### src/rtl/core_pkg.sv
// Shared defaults and address types for the core register-file slice.
package core_pkg;
  localparam int DEF_DATA_WIDTH = 32;
  localparam int DEF_ADDR_WIDTH = 5;

  typedef logic [DEF_ADDR_WIDTH-1:0] reg_addr_t;

  localparam reg_addr_t REG_ZERO = '0;
endpackage

### src/rtl/rf_scoreboard.sv
// Per-register pending bits: set on issue, cleared by writeback, looked up per read port.
module rf_scoreboard
  import core_pkg::*;
#(
  parameter int ADDR_WIDTH = DEF_ADDR_WIDTH,
  parameter int NUM_RD     = 2,
  parameter bit ZERO_REG   = 1'b1
) (
  input  logic                         clk,
  input  logic                         reset_n,
  input  logic                         wr_en0,
  input  logic [ADDR_WIDTH-1:0]        w_addr0,
  input  logic                         wr_en1,
  input  logic [ADDR_WIDTH-1:0]        w_addr1,
  input  logic                         sb_set,
  input  logic [ADDR_WIDTH-1:0]        sb_addr,
  input  logic [NUM_RD*ADDR_WIDTH-1:0] r_addr,
  input  logic [NUM_RD-1:0]            fwd_hit,
  output logic [NUM_RD-1:0]            r_busy,
  output logic                         any_busy
);
  localparam int DEPTH = 2**ADDR_WIDTH;

  logic [DEPTH-1:0] pending;

  // A new issue outranks a same-edge writeback of the previous producer.
  always_ff @(posedge clk or negedge reset_n) begin
    if (!reset_n) begin
      pending <= '0;
    end else begin
      for (int i = 0; i < DEPTH; i++) begin
        if (ZERO_REG && (i == 0))
          pending[i] <= 1'b0;
        else if (sb_set && (sb_addr == ADDR_WIDTH'(i)))
          pending[i] <= 1'b1;
        else if ((wr_en0 && (w_addr0 == ADDR_WIDTH'(i))) ||
                 (wr_en1 && (w_addr1 == ADDR_WIDTH'(i))))
          pending[i] <= 1'b0;
      end
    end
  end

  for (genvar k = 0; k < NUM_RD; k++) begin : g_busy
    assign r_busy[k] = pending[r_addr[k*ADDR_WIDTH +: ADDR_WIDTH]] & ~fwd_hit[k];
  end

  assign any_busy = |pending;
endmodule

### src/rtl/reg_file_mp.sv
// Multi-port register file: two prioritised write ports, N combinational read
// ports with optional write bypass, optional zero register and a scoreboard.
module reg_file_mp
  import core_pkg::*;
#(
  parameter int DATA_WIDTH = DEF_DATA_WIDTH,
  parameter int ADDR_WIDTH = DEF_ADDR_WIDTH,
  parameter int NUM_RD     = 2,
  parameter bit ZERO_REG   = 1'b1,
  parameter bit BYPASS     = 1'b1
) (
  input  logic                         clk,
  input  logic                         reset_n,
  input  logic                         wr_en0,
  input  logic [ADDR_WIDTH-1:0]        w_addr0,
  input  logic [DATA_WIDTH-1:0]        w_data0,
  input  logic                         wr_en1,
  input  logic [ADDR_WIDTH-1:0]        w_addr1,
  input  logic [DATA_WIDTH-1:0]        w_data1,
  input  logic [NUM_RD*ADDR_WIDTH-1:0] r_addr,
  output logic [NUM_RD*DATA_WIDTH-1:0] r_data,
  output logic [NUM_RD-1:0]            r_busy,
  input  logic                         sb_set,
  input  logic [ADDR_WIDTH-1:0]        sb_addr,
  output logic                         any_busy
);
  localparam int                    DEPTH     = 2**ADDR_WIDTH;
  localparam logic [ADDR_WIDTH-1:0] ZERO_ADDR = ADDR_WIDTH'(REG_ZERO);

  logic [DATA_WIDTH-1:0] mem [DEPTH];
  logic [NUM_RD-1:0]     fwd_hit;
  logic                  wr_ok0, wr_ok1;

  assign wr_ok0 = wr_en0 && !(ZERO_REG && (w_addr0 == ZERO_ADDR));
  assign wr_ok1 = wr_en1 && !(ZERO_REG && (w_addr1 == ZERO_ADDR));

  // Port 1 is written last so it wins a same-address collision.
  always_ff @(posedge clk or negedge reset_n) begin
    if (!reset_n) begin
      for (int i = 0; i < DEPTH; i++) mem[i] <= '0;
    end else begin
      if (wr_ok0) mem[w_addr0] <= w_data0;
      if (wr_ok1) mem[w_addr1] <= w_data1;
    end
  end

  for (genvar k = 0; k < NUM_RD; k++) begin : g_rd
    logic [ADDR_WIDTH-1:0] ra;
    logic [DATA_WIDTH-1:0] rd;
    logic                  hit0, hit1, is_zero;

    assign ra      = r_addr[k*ADDR_WIDTH +: ADDR_WIDTH];
    assign is_zero = ZERO_REG && (ra == ZERO_ADDR);
    assign hit0    = BYPASS && wr_en0 && (w_addr0 == ra);
    assign hit1    = BYPASS && wr_en1 && (w_addr1 == ra);

    always_comb begin
      rd = mem[ra];
      if (hit0)    rd = w_data0;
      if (hit1)    rd = w_data1;
      if (is_zero) rd = '0;
    end

    assign r_data[k*DATA_WIDTH +: DATA_WIDTH] = rd;
    assign fwd_hit[k] = hit0 | hit1;
  end

  rf_scoreboard #(
    .ADDR_WIDTH (ADDR_WIDTH),
    .NUM_RD     (NUM_RD),
    .ZERO_REG   (ZERO_REG)
  ) u_sb (
    .clk      (clk),
    .reset_n  (reset_n),
    .wr_en0   (wr_en0),
    .w_addr0  (w_addr0),
    .wr_en1   (wr_en1),
    .w_addr1  (w_addr1),
    .sb_set   (sb_set),
    .sb_addr  (sb_addr),
    .r_addr   (r_addr),
    .fwd_hit  (fwd_hit),
    .r_busy   (r_busy),
    .any_busy (any_busy)
  );
endmodule

### config.mk
export PLATFORM = sky130hd
export DESIGN_NAME = reg_file_mp
export DESIGN_NICKNAME = d
export VERILOG_FILES = /design/src/rtl/core_pkg.sv /design/src/rtl/rf_scoreboard.sv /design/src/rtl/reg_file_mp.sv
export SDC_FILE = /design/constraint.sdc
export NUM_CORES = 2
export LEC_CHECK = 0
export ABC_CLOCK_PERIOD_IN_PS = 3040
export CORE_ASPECT_RATIO = 1.4
export CORE_MARGIN = 3
export CORE_UTILIZATION = 50
export DETAILED_ROUTE_END_ITERATION = 10
export HOLD_SLACK_MARGIN = 0.08
export PLACE_DENSITY = 0.77
export SLEW_MARGIN = 20
export SYNTH_ARGS = -nofsm -noshare
export SYNTH_HDL_FRONTEND = slang
export SYNTH_HIERARCHICAL = 1
export SYNTH_SLANG_ARGS = --single-unit
### constraint.sdc
create_clock -name clk -period 3.04 [get_ports clk]
set_input_delay 0.456 -clock clk [delete_from_list [all_inputs] [get_ports clk]]
set_output_delay 0.456 -clock clk [all_outputs]
set_load 0.01 [all_outputs]
==> results.py <==
metrics = {
    "status": {
        "status": "finished with violations",
        "failed_checks": "negative setup slack",
    },
    "finish": {
        "syn2layout_area_growth_pct": 21.2,
        "final_core_util": 0.611,
        "drive_above_1_share": 0.275,
        "final_cell_mix": "dfrtp_1, mux2i_1, nor2_1",
        "fin_cells": 8729,
        "layout_commonest_cell": "dfrtp_1",
        "nNetsFinal": 6952,
        "fillers": 10020,
    },
    "drt": {
        "drt-total-wl_mm": 304,
        "drt-pass1-iter-count": 9,
        "first_iter_violations": 10500,
        "routed-via-count": 63670,
        "drc_errors": 0,
        "postRouteAntennaNets": 0,
        "routed_via_density": 7.29,
        "routedWlPerCell_um": 34.9,
    },
    "worst_setup_path": {
        "cpPeakStageDelay_ps": 490,
        "rrSetupSlack_ps": 1870,
        "path_common_cell": "mux4_2",
        "crit_fanout": 3,
        "crit_type": "register to output port",
        "crit_family": "multiplexers",
        "critical_path_buf_inv_count": 1,
        "crit_slowest_cell": "mux4_2",
        "crit_path_start_kind": "register",
        "required_ps": 2580,
        "crit_chain": "mux4_2 -> mux4_2 -> and2_4 -> o211ai_1 -> a31oi_2 -> buf_2",
        "end_kind": "output port",
        "critPathArrivalTime_ps": 2970,
    },
    "global_route": {
        "top_usage_layer": "met2",
        "grtUsageTotal": 0.429,
        "gr-usage-met2": 0.587,
        "use_met3": 0.206,
        "grt_start_max_net_pins": 106,
        "met1_usage": 0.495,
        "grt_pass1_vias": 63502,
        "gr-total-overflow": 0,
        "antenna_found_initial": 13,
        "grt_pass1_wl_mm": 433,
    },
    "cts": {
        "clk_path_buf_depth": 3,
        "clkSinkCount": 1055,
        "numCtsBuffers": 103,
        "htree_num_levels": 3,
        "clock-root-buffer": "clkbuf_16",
        "clock_latency_ps": 750,
        "path_clk_slew_ps": 70,
        "cts_tree": "yes",
    },
    "job": {
        "maxCapViolCount": 0,
    },
    "synth": {
        "syn_area_um2": 67700,
        "yosysTopAreaCell": "dfrtp_1",
        "synth.top_cell.area_share": 0.390,
        "ys_ff_latch": 1055,
        "syn_avg_cell_area_um2": 10.3,
        "ys.flop_type": "dfrtp_1",
        "postSynthCellCount": 6577,
        "syn_nets": 6671,
        "synth_cell_types": 73,
        "synth_edf_count": 0,
        "synth_area_leaders": "dfrtp_1, mux4_2, mux2i_1",
        "async_reset_ff_frac": 1.00,
        "ys_seq_area_frac": 0.390,
        "yosysWarnings": 6,
    },
    "floorplan": {
        "pin_count": 161,
        "dieArea_um2": 140000,
        "initial_utilization": 0.504,
        "rows": 159,
        "die_w_um": 317,
        "core-area_um2": 134000,
        "die_h_um": 441,
    },
    "placed_design": {
        "dp_worst_setup_slack_ps": -864,
        "portBuffers": 160,
        "hpwl_mm": 182,
        "placedCellCount": 8375,
        "gp_congestion": 0.984,
    },
    "sta": {
        "tightestPinTransition_ps": 869,
        "relSlewSlack": 0.421,
        "fin_crit_ps": 3430,
        "whs_ps": 174,
        "finalSetupViolCount": 56,
        "rsz0062_at_grt": "true",
        "fmaxAchievable_mhz": 292,
        "finalWorstSetupSlack_ps": -386,
        "hold_viol_final": 0,
        "timing.final.crit_share": 1.13,
        "skew_ps": 0,
        "report.final.slew_viol_count": 0,
    },
    "worst_hold_path": {
        "min_path_type": "input port to asynchronous set/reset pin",
    },
    "pwr": {
        "ir_drop_v": 0.000446,
        "p_leak_uw": 0.0343,
        "p_per_area_nw_per_um2": 600,
    },
}
## flip-flops by register name (all words and copies together), names as in the netlist
register,flops
mem,1024
u_sb/pending,31
## worst register-to-register path: cells and delay by family, from the launching register on
family	cells	cell delay (ps)
compound gates	2	280
flops	1	400
buf+inv	3	360
## logic make-up (layout without fill, tap and decap cells)
family | count (synthesis) | after routing | synth area share
simple gates | 1586 | 1586 | 0.0959
compound gates | 1529 | 1529 | 0.132
mux | 1504 | 1504 | 0.321
flops | 1055 | 1055 | 0.390
buf+inv | 883 | 1250 | 0.0581
xor+xnor | 20 | 20 | 0.00259
other cells | 0 | 14 | 0
## worst paths after layout
check,startpoint,endpoint,cells past startpoint
min in group clk,mem[1002]$_DFF_PN0_,mem[1002]$_DFF_PN0_,0
setup / recovery,mem[286]$_DFF_PN0_,r_data[30],6
max in group asynchronous,reset_n,mem[60]$_DFF_PN0_,4
hold reg to reg,mem[1002]$_DFF_PN0_,mem[1002]$_DFF_PN0_,0
setup reg to reg,mem[795]$_DFF_PN0_,mem[795]$_DFF_PN0_,5
hold / removal,reset_n,mem[232]$_DFF_PN0_,2
## Yosys cell counts (5+ instances only)
library cell	number
dfrtp_1	1055
mux2i_1	924
nor2_1	766
a21oi_1	693
nand2_1	580
clkbuf_1	538
mux4_2	527
o21ai_0	489
buf_2	128
buf_1	78
a32oi_1	75
nor3_1	71
mux2_2	49
buf_4	43
o221ai_1	39
a22oi_1	38
buf_6	32
nand4_1	32
nor2b_1	31
inv_1	30
nand3_1	30
clkinv_1	28
a22o_1	27
o32ai_1	27
a221oi_1	23
o221ai_2	20
nand2b_1	15
o22ai_1	14
o2111ai_1	12
xnor2_1	12
a211oi_1	11
a221o_1	11
nor4_1	10
and2_1	9
a2111oi_0	8
a31oi_1	8
xor2_1	8
buf_8	5
nand3b_1	5
o21ai_1	5
## area by class of cell
type | instances | area [um^2] | area share
clock buffers | 156 | 3010 | 0.0366
well taps | 1771 | 2220 | 0.0270
multi-input cells | 4639 | 39300 | 0.478
flip-flops and latches | 1055 | 26400 | 0.322
clock inverters | 35 | 439 | 0.00535
inverters | 58 | 224 | 0.00273
diodes | 14 | 35.0 | 0.000427
repair buffers | 1001 | 10500 | 0.128
## per-stage QoR
stage               power, uW  cell area [um^2]  setup TNS (ps)
floorplan               28800             67700               0
global placement        33300             75600          -41350
detailed placement      34100             75600          -38570
CTS                     48000             81100           -3920
global route            50800             82100           -5710
finish                  49200             82100           -4580
## routing by layer
layer / share of wire / routed length [um]
met3: 0.18 / 53500
met2: 0.40 / 123000
met1: 0.30 / 92600
met4: 0.12 / 35300
met5: 0.0010 / 309
## report_power, final
part	internal (uW)	leakage, uW	switching (uW)
registers	17600	0.0130	2950
clock network	7380	0.00169	6140
logic	8050	0.0196	7090
## timing repair
item / CTS / global route
setup buffers: 111 / 63
gates cloned: 7 / 4
resized for setup: 534 / 109
hold buffers: 1 / 0
endpoints found under the setup margin: 67 / 66
pin swaps: 97 / 64
endpoints found under the hold margin: 145 / 0
Note: power is estimated with default switching activity, not from simulation.
